**config.mk**
```make
export PLATFORM = sky130hd
export DESIGN_NAME = nibble_serial_add_ctrl
export DESIGN_NICKNAME = d
export VERILOG_FILES = /design/src/rtl/nibble_serial_add_ctrl.sv
export SDC_FILE = /design/constraint.sdc
export NUM_CORES = 1
export LEC_CHECK = 0
export CORE_UTILIZATION = 52
export DETAILED_ROUTE_END_ITERATION = 8
export PLACE_DENSITY = 0.81
export SLEW_MARGIN = 5
export SYNTH_ARGS = -nofsm -noshare
export SYNTH_HDL_FRONTEND = slang
export SYNTH_SLANG_ARGS = --single-unit
export TNS_END_PERCENT = 10
```
**constraint.sdc**
```tcl
create_clock -name clk -period 6 [get_ports clk]
set_input_delay 1.2 -clock clk [delete_from_list [all_inputs] [get_ports clk]]
set_output_delay 1.2 -clock clk [all_outputs]
set_load 0.02 [all_outputs]
```
**src/rtl/nibble_serial_add_ctrl.sv**
```systemverilog
// Multi-nibble add/subtract sequenced through a single 4-bit adder slice, LSB nibble first.
// Latency: start accepted at edge k -> done pulses in the cycle after edge k+NIBBLES.
// Backpressure: none; start is ignored while busy, and is accepted in IDLE or DONE (back-to-back).
module nibble_serial_add_ctrl #(
    parameter int NIBBLES = 4
) (
    input  logic                   clk,
    input  logic                   rst,
    input  logic                   start,
    input  logic                   sub,
    input  logic [4*NIBBLES-1:0]   op_a,
    input  logic [4*NIBBLES-1:0]   op_b,
    output logic                   busy,
    output logic                   done,
    output logic [4*NIBBLES-1:0]   result,
    output logic                   cout,
    output logic                   ovf
);

    localparam int W  = 4 * NIBBLES;
    localparam int IW = (NIBBLES > 1) ? $clog2(NIBBLES) : 1;

    typedef enum logic [1:0] {
        IDLE = 2'd0,
        RUN  = 2'd1,
        DONE = 2'd2
    } state_t;

    state_t         state;
    logic [W-1:0]   a_reg;
    logic [W-1:0]   b_reg;
    logic           carry;
    logic [IW-1:0]  idx;

    logic [3:0]     a_nib;
    logic [3:0]     b_nib;
    logic [4:0]     sum;
    logic           c3;
    logic           last;

    // The shared 4-bit slice: current nibble of A and (possibly inverted) B plus chained carry.
    // Carry into bit 3 is recovered from the bit-3 sum, avoiding a second partial adder.
    always_comb begin
        a_nib = a_reg[idx*4 +: 4];
        b_nib = b_reg[idx*4 +: 4];
        sum   = {1'b0, a_nib} + {1'b0, b_nib} + {4'b0000, carry};
        c3    = a_nib[3] ^ b_nib[3] ^ sum[3];
        last  = (idx == IW'(NIBBLES - 1));
    end

    // Control FSM with registered outputs; subtraction is A + ~B + 1 via the initial carry.
    always_ff @(posedge clk) begin
        if (rst) begin
            state  <= IDLE;
            a_reg  <= '0;
            b_reg  <= '0;
            carry  <= 1'b0;
            idx    <= '0;
            busy   <= 1'b0;
            done   <= 1'b0;
            result <= '0;
            cout   <= 1'b0;
            ovf    <= 1'b0;
        end else begin
            case (state)
                IDLE, DONE: begin
                    done <= 1'b0;
                    if (start) begin
                        a_reg  <= op_a;
                        b_reg  <= sub ? ~op_b : op_b;
                        carry  <= sub;
                        idx    <= '0;
                        result <= '0;
                        busy   <= 1'b1;
                        state  <= RUN;
                    end else begin
                        state  <= IDLE;
                    end
                end
                RUN: begin
                    result[idx*4 +: 4] <= sum[3:0];
                    carry              <= sum[4];
                    if (last) begin
                        cout  <= sum[4];
                        ovf   <= c3 ^ sum[4];
                        busy  <= 1'b0;
                        done  <= 1'b1;
                        state <= DONE;
                    end else begin
                        idx   <= idx + 1'b1;
                    end
                end
                default: begin
                    state <= IDLE;
                    busy  <= 1'b0;
                    done  <= 1'b0;
                end
            endcase
        end
    end

endmodule
```
==> results of run 1 <==
## layout by cell type (no fill, tap or decap), types with 3 or more instances in the layout
master,netlist,routed
sky130_fd_sc_hd__dfxtp_1,57,57
sky130_fd_sc_hd__clkdlybuf4s50_1,0,54
sky130_fd_sc_hd__a22oi_1,12,12
sky130_fd_sc_hd__a21oi_2,4,4
sky130_fd_sc_hd__nand2_1,37,37
sky130_fd_sc_hd__clkbuf_8,0,11
sky130_fd_sc_hd__mux4_2,6,6
sky130_fd_sc_hd__ha_1,8,8
sky130_fd_sc_hd__a211oi_1,16,16
sky130_fd_sc_hd__clkbuf_1,6,3
sky130_fd_sc_hd__nor2_1,36,36
sky130_fd_sc_hd__a21oi_1,22,22
sky130_fd_sc_hd__nand2b_1,4,4
sky130_fd_sc_hd__xnor2_1,16,16
## tightest hold or removal path, delay by kind of cell, from the launching register on
family | cells | cell delay, ns
AO/OA/AOI/OAI | 1 | 0.05
flip-flops | 1 | 0.31
AND/OR/NAND/NOR | 1 | 0.05
## final timing paths
| path | start | endpoint | depth (start not counted) |
|---|---|---|---|
| max | idx[0] | ovf | 7 |
| min | a_reg[12] | a_reg[12] | 2 |
| max reg2reg | idx[0] | ovf | 7 |
| min reg2reg | a_reg[12] | a_reg[12] | 2 |
## cell type report
cell class,count,area (µm²),share of cell area
clock buffers,14,162.7,0.04869
inverters,2,7.507,0.002247
multi-input cells,195,1400,0.4191
flip-flops and latches,57,1141,0.3416
well taps,67,83.83,0.02509
repair buffers,55,545.5,0.1633
## kinds of logic after synthesis
family                   count (synthesis)
AO/OA/AOI/OAI                           65
XOR/XNOR                                18
adder cells (fa/ha/maj)                 10
buffers and inverters                   21
flip-flops                              57
multiplexers                             8
AND/OR/NAND/NOR                         94
## layer usage
metal  routed length [µm]  vias up  share of wire
met4                   99        0          0.018
met2                 2607       63           0.49
met5                    0        -              0
met1                 2386      958           0.44
met3                  272        8          0.051
li1                     -     1059              -
## power groups by stage
stage / Combinational, mW / Sequential, mW / Clock [mW]
final: 0.144 / 0.415 / 0.304
after global routing: 0.158 / 0.418 / 0.321
after CTS: 0.145 / 0.415 / 0.309
after detailed placement: 0.144 / 0.423 / 0
after global placement: 0.140 / 0.422 / 0
after floorplan: 0.103 / 0.418 / 0
==> results.json, run 1 <==
{
  "detailroute.via_count": 2088,
  "synth.largest_area_cell": "sky130_fd_sc_hd__dfxtp_1",
  "design_power_total_mw": 0.8632,
  "power.share.clock": 0.352,
  "drtPass1Iterations": 4,
  "place.detailed.hpwl_um": 3728,
  "dpl-instance-area_um2": 3178,
  "register_to_register_setup_slack_ns": 2.65,
  "dp_slack_ns": 2.695,
  "postSynth.asyncResetShare": 0,
  "clock-root-buffer": "sky130_fd_sc_hd__clkbuf_8",
  "synth_fp_nets": 319,
  "gp_weighted_congestion": 0.7855,
  "biggest_fanout_along_the_worst_timing_path": 16,
  "slew_headroom": 0.2260,
  "cts_tree": "built",
  "flow.area_growth_from_synthesis_pct": 25.53,
  "timing.critical_path.slowest_cell_delay_ns": 0.91,
  "worst_hold_slack_ns": 0.4550,
  "count_of_standard_cell_rows": 25,
  "power.share.sequential": 0.481,
  "post-place-cells": 376,
  "cp_data_arrival_time_ns": 3.57,
  "total_leakage_power_nw": 1.214,
  "post_cts.repair.setup_buffers": 0,
  "netlist_top_cells_count": "57 x sky130_fd_sc_hd__dfxtp_1, 37 x sky130_fd_sc_hd__nand2_1, 36 x sky130_fd_sc_hd__nor2_1",
  "remaining_drc_errors": 0,
  "post_synth_main_area_contributors": "sky130_fd_sc_hd__dfxtp_1 43%, sky130_fd_sc_hd__xnor2_1 5.3%, sky130_fd_sc_hd__nand2_1 5.2%",
  "cap_violations": 0,
  "yosysMostFrequentCell": "sky130_fd_sc_hd__dfxtp_1",
  "cell_internal_pwr_mw": 0.6373,
  "synth_mux_area_frac": 0.07052,
  "core_area_um2": 4817,
  "period_needed_ns": 3.347,
  "irDropWorstVdd_mv": 0.1599,
  "worst_slack_ns": 2.653,
  "ys.flop_type": "sky130_fd_sc_hd__dfxtp_1",
  "cp_num_buf_inv": 0,
  "numCtsBuffers": 9,
  "grt.busiest_layer": "met2",
  "switchingPower_mw": 0.2259,
  "clock-sinks": 57,
  "num-nets-final": 366,
  "fin_area_um2": 3341,
  "first_global_vias": 1967,
  "global_route.usage.met1": 0.2741,
  "cp_slowest_cell": "sky130_fd_sc_hd__dfxtp_1",
  "dominant_combinational_cell_family_by_area_after_synthesis": "simple AND/OR/NAND/NOR gates",
  "finalNonFillerCells": 390,
  "result_of_the_run": "finished clean",
  "switching_share": 0.2617,
  "yosys.area_share.simple": 0.1758,
  "max_clock_buf_depth": 2,
  "share_of_yosys_cell_area_claimed_by_the_top_area_cell_type": 0.4288,
  "setup_viol": 0,
  "synth-seq-cells": 57,
  "timing.final.crit_share": 0.5578,
  "synth_area_in_xor_xnor": 0.05924,
  "grt_pass1_wl_um": 8963,
  "netlist_area_um2": 2661,
  "total_congestion_overflow": 0,
  "clock_latency_reported_for_the_late_side_of_the_worst_skew_pair_ns": 0.33,
  "holdBufCountCts": 0,
  "buffer_ports.inserted": 55,
  "portion_of_the_post_synthesis_area_used_by_sequential_elements": 0.4288,
  "layout.core_utilization": 0.6935,
  "timing_worst_slew_pin_value_ns": 1.159,
  "grt_antenna_before_repair": 0,
  "ctsHtreeMaxLevel": 3,
  "number_of_enable_type_register_cells_in_the_synthesized_netlist": 0,
  "crit_path_end_kind": "flip-flop",
  "critical_path.most_common_cell": "sky130_fd_sc_hd__fa_1",
  "synth.lib_cells_used.distinct": 41,
  "drt-wirelength-per-cell_um": 13.76,
  "timing.critical_path.cells": "mux4_2, fa_1, fa_1, a21o_1, a21oi_1, xor2_1, a311oi_1",
  "drive_gt1_frac": 0.09288,
  "grt.total_usage": 0.2214,
  "critPathTopFamily": "flip-flops",
  "power_per_cell_area_nw_per_um2": 258.4,
  "synthesis.area_per_instance_um2": 9.748,
  "crit_type": "flip-flop to flip-flop",
  "grt.met2_usage": 0.3700,
  "timing.final.hold_violations": 0,
  "die_w_um": 73.54,
  "clock_skew_ns": 0.008628,
  "drv_slew": 0,
  "antenna_cells": 0,
  "num_io_pins": 56,
  "fmax_mhz": 298.8,
  "post_syn_instances": 273,
  "grt_setup_unrepaired": "no",
  "final.setup.tns_ns": 0,
  "path_clk_slew_ns": 0.06,
  "die-area_um2": 5408,
  "maximum_number_of_pins_on_one_net_before_global_route_repair": 60,
  "avgViaCountPerCell": 5.354,
  "detailedRoute.firstIterationViolations": 157,
  "yosys.area_share.adder": 0.05266,
  "share_comb_of_total_power": 0.167,
  "drt-total-wl_um": 5365,
  "die_extent_in_y_um": 73.54,
  "synth-compound-area-share": 0.1650,
  "critPathLaunchType": "flip-flop",
  "initial_standard_cell_utilization_of_the_core": 0.5525,
  "global_route.usage.met3": 0.04527,
  "cts_repair_resize_count": 0,
  "yosysWarnings": 0,
  "hold_path_class": "flip-flop to flip-flop",
  "filler_cell_count": 401,
  "required_ns": 6.23,
  "remaining_antenna_violation_count": 0
}
Power figures use the tool's default switching activity.
==> run 2, diff against run 1 <==
--- a/config.mk
+++ b/config.mk
@@ -5,9 +5,9 @@
 export SDC_FILE = /design/constraint.sdc
 export NUM_CORES = 1
 export LEC_CHECK = 0
-export CORE_UTILIZATION = 52
+export CORE_UTILIZATION = 51
 export DETAILED_ROUTE_END_ITERATION = 8
-export PLACE_DENSITY = 0.81
+export PLACE_DENSITY = 0.8
 export SLEW_MARGIN = 5
 export SYNTH_ARGS = -nofsm -noshare
 export SYNTH_HDL_FRONTEND = slang
==> constraint.sdc (replaced) <==
create_clock -name clk -period 3.35 [get_ports clk]
set_input_delay 0.67 -clock clk [delete_from_list [all_inputs] [get_ports clk]]
set_output_delay 0.67 -clock clk [all_outputs]
set_load 0.02 [all_outputs]
==> run 2 against run 1 <==
Against the previous run:
- via count decreased by 0.72%
- wire length decreased by 0.58%
- clock power is 89% higher
- die area rose by 1.9%
- first-iteration DRC count decreased by 20%
- utilization shrank 0.068 points
- sequential share of layout area is 0.40 points lower
- critical path type unchanged
- critical endpoint unchanged
==> results.json, run 2 (same netlist as run 1, synthesis figures left out) <==
{
  "result_of_the_run": "finished clean",
  "final_cell_mix": "57 x sky130_fd_sc_hd__dfxtp_1, 54 x sky130_fd_sc_hd__clkdlybuf4s50_1, 37 x sky130_fd_sc_hd__nand2_1",
  "avgViaCountPerCell": 5.261,
  "gp_weighted_congestion": 0.7763,
  "num-nets-final": 369,
  "timing.final.crit_share": 0.8462,
  "flow.area_growth_from_synthesis_pct": 27.03,
  "timing_worst_slew_pin_value_ns": 0.9857,
  "hold_path_class": "flip-flop to flip-flop",
  "total_congestion_overflow": 0,
  "crit_path_end_kind": "flip-flop",
  "buffer_ports.inserted": 55,
  "power_per_cell_area_nw_per_um2": 466.3,
  "dpl-instance-area_um2": 3201,
  "timing.critical_path.slowest_cell_delay_ns": 0.63,
  "clock-root-buffer": "sky130_fd_sc_hd__clkbuf_8",
  "path_clk_slew_ns": 0.07,
  "crit_start": "idx[1]",
  "worstRegToRegCells": 7,
  "worst_slack_ns": 0.5151,
  "slew_headroom": 0.3428,
  "r2r_start": "idx[1]",
  "detailedRoute.firstIterationViolations": 126,
  "num_io_pins": 56,
  "grt_pass1_wl_um": 8763,
  "total_leakage_power_nw": 1.245,
  "dp_slack_ns": 0.5234,
  "crit_type": "flip-flop to flip-flop",
  "cp_slowest_cell": "sky130_fd_sc_hd__dfxtp_1",
  "place.detailed.hpwl_um": 3819,
  "cts_repair_resize_count": 0,
  "worst_r2r_endpoint": "ovf",
  "layout.core_utilization": 0.6928,
  "period_needed_ns": 2.835,
  "core_area_um2": 4880,
  "cp.depth": 7,
  "grt.total_usage": 0.2188,
  "first_global_vias": 1898,
  "timing.final.hold_violations": 0,
  "critPathLaunchType": "flip-flop",
  "initial_standard_cell_utilization_of_the_core": 0.5454,
  "cp_num_buf_inv": 0,
  "count_of_standard_cell_rows": 25,
  "required_ns": 3.58,
  "drt-total-wl_um": 5334,
  "fmax_mhz": 352.7,
  "critPathTopFamily": "adder cells",
  "cp_data_arrival_time_ns": 3.06,
  "final.setup.tns_ns": 0,
  "cap_violations": 0,
  "filler_cell_count": 408,
  "ctsHtreeMaxLevel": 3,
  "post_cts.repair.setup_buffers": 0,
  "remaining_antenna_violation_count": 0,
  "remaining_drc_errors": 0,
  "critical_path.most_common_cell": "sky130_fd_sc_hd__fa_1",
  "design_power_total_mw": 1.576,
  "grt_setup_unrepaired": "no",
  "timing.critical_path.cells": "mux4_2, fa_1, fa_1, a21o_1, a21oi_1, xor2_1, a311oi_1",
  "numCtsBuffers": 9,
  "antenna_cells": 0,
  "register_to_register_setup_slack_ns": 0.52,
  "drtPass1Iterations": 4,
  "holdBufCountCts": 0,
  "fin_area_um2": 3381,
  "cts_tree": "built",
  "crit_path_end": "ovf",
  "clock_latency_reported_for_the_late_side_of_the_worst_skew_pair_ns": 0.33,
  "drive_gt1_frac": 0.1131,
  "clock_skew_ns": 0.007382,
  "setup_viol": 0,
  "detailroute.via_count": 2073,
  "grt_antenna_before_repair": 0,
  "die_extent_in_y_um": 74.24,
  "clock-sinks": 57,
  "drv_slew": 0,
  "die_w_um": 74.24,
  "drt-wirelength-per-cell_um": 13.54,
  "irDropWorstVdd_mv": 0.2067,
  "maximum_number_of_pins_on_one_net_before_global_route_repair": 60,
  "die-area_um2": 5511,
  "mostFrequentLayoutCell": "sky130_fd_sc_hd__dfxtp_1",
  "max_clock_buf_depth": 2,
  "biggest_fanout_along_the_worst_timing_path": 12
}
-- run 2: power breakdown --
| group | total (mW) | internal [mW] | switching [mW] |
|---|---|---|---|
| Clock | 0.575 | 0.320 | 0.255 |
| Sequential | 0.737 | 0.715 | 0.0225 |
| Combinational | 0.264 | 0.127 | 0.136 |
| Total | 1.58 | 1.16 | 0.414 |
-- run 2: worst reg2reg max path, delay by kind of cell (launching register included) --
family	cells	cell delay, ns
AO/OA/AOI/OAI	3	0.70
XOR/XNOR	1	0.10
adder cells (fa/ha/maj)	2	0.90
flip-flops	1	0.63
multiplexers	1	0.40
-- run 2: worst min-delay path by stage --
stage	from	to	cells past startpoint
detailed placement	a_reg[0]	a_reg[0]	2
global placement	a_reg[15]	a_reg[15]	2
CTS	a_reg[3]	a_reg[3]	2
finish	a_reg[12]	a_reg[12]	2
global route	a_reg[3]	a_reg[3]	2
floorplan	a_reg[10]	a_reg[10]	2
-- run 2: layout make-up --
| class | count | area, µm² | area share |
|---|---|---|---|
| tap | 67 | 83.83 | 0.02480 |
| clock inverter | 3 | 15.01 | 0.004441 |
| sequential | 57 | 1141 | 0.3375 |
| clock buffer | 12 | 165.2 | 0.04885 |
| multi-input combinational | 195 | 1400 | 0.4141 |
| timing repair buffer | 58 | 568.0 | 0.1680 |
| inverter | 2 | 7.507 | 0.002221 |
-- run 2: layer usage --
metal  wire length (µm)  track usage
met2               2525       0.3404
met3                234      0.06911
met4                 85       0.1153
met5                  0            0
met1               2489       0.2730
-- run 2: through the flow --
stage	hold WS, ns	cells
2_1_floorplan	0.4331	273
3_3_place_gp	0.4441	379
3_5_place_dp	0.4514	379
4_1_cts	0.4578	394
5_1_grt	0.4762	394
6_report	0.4570	394
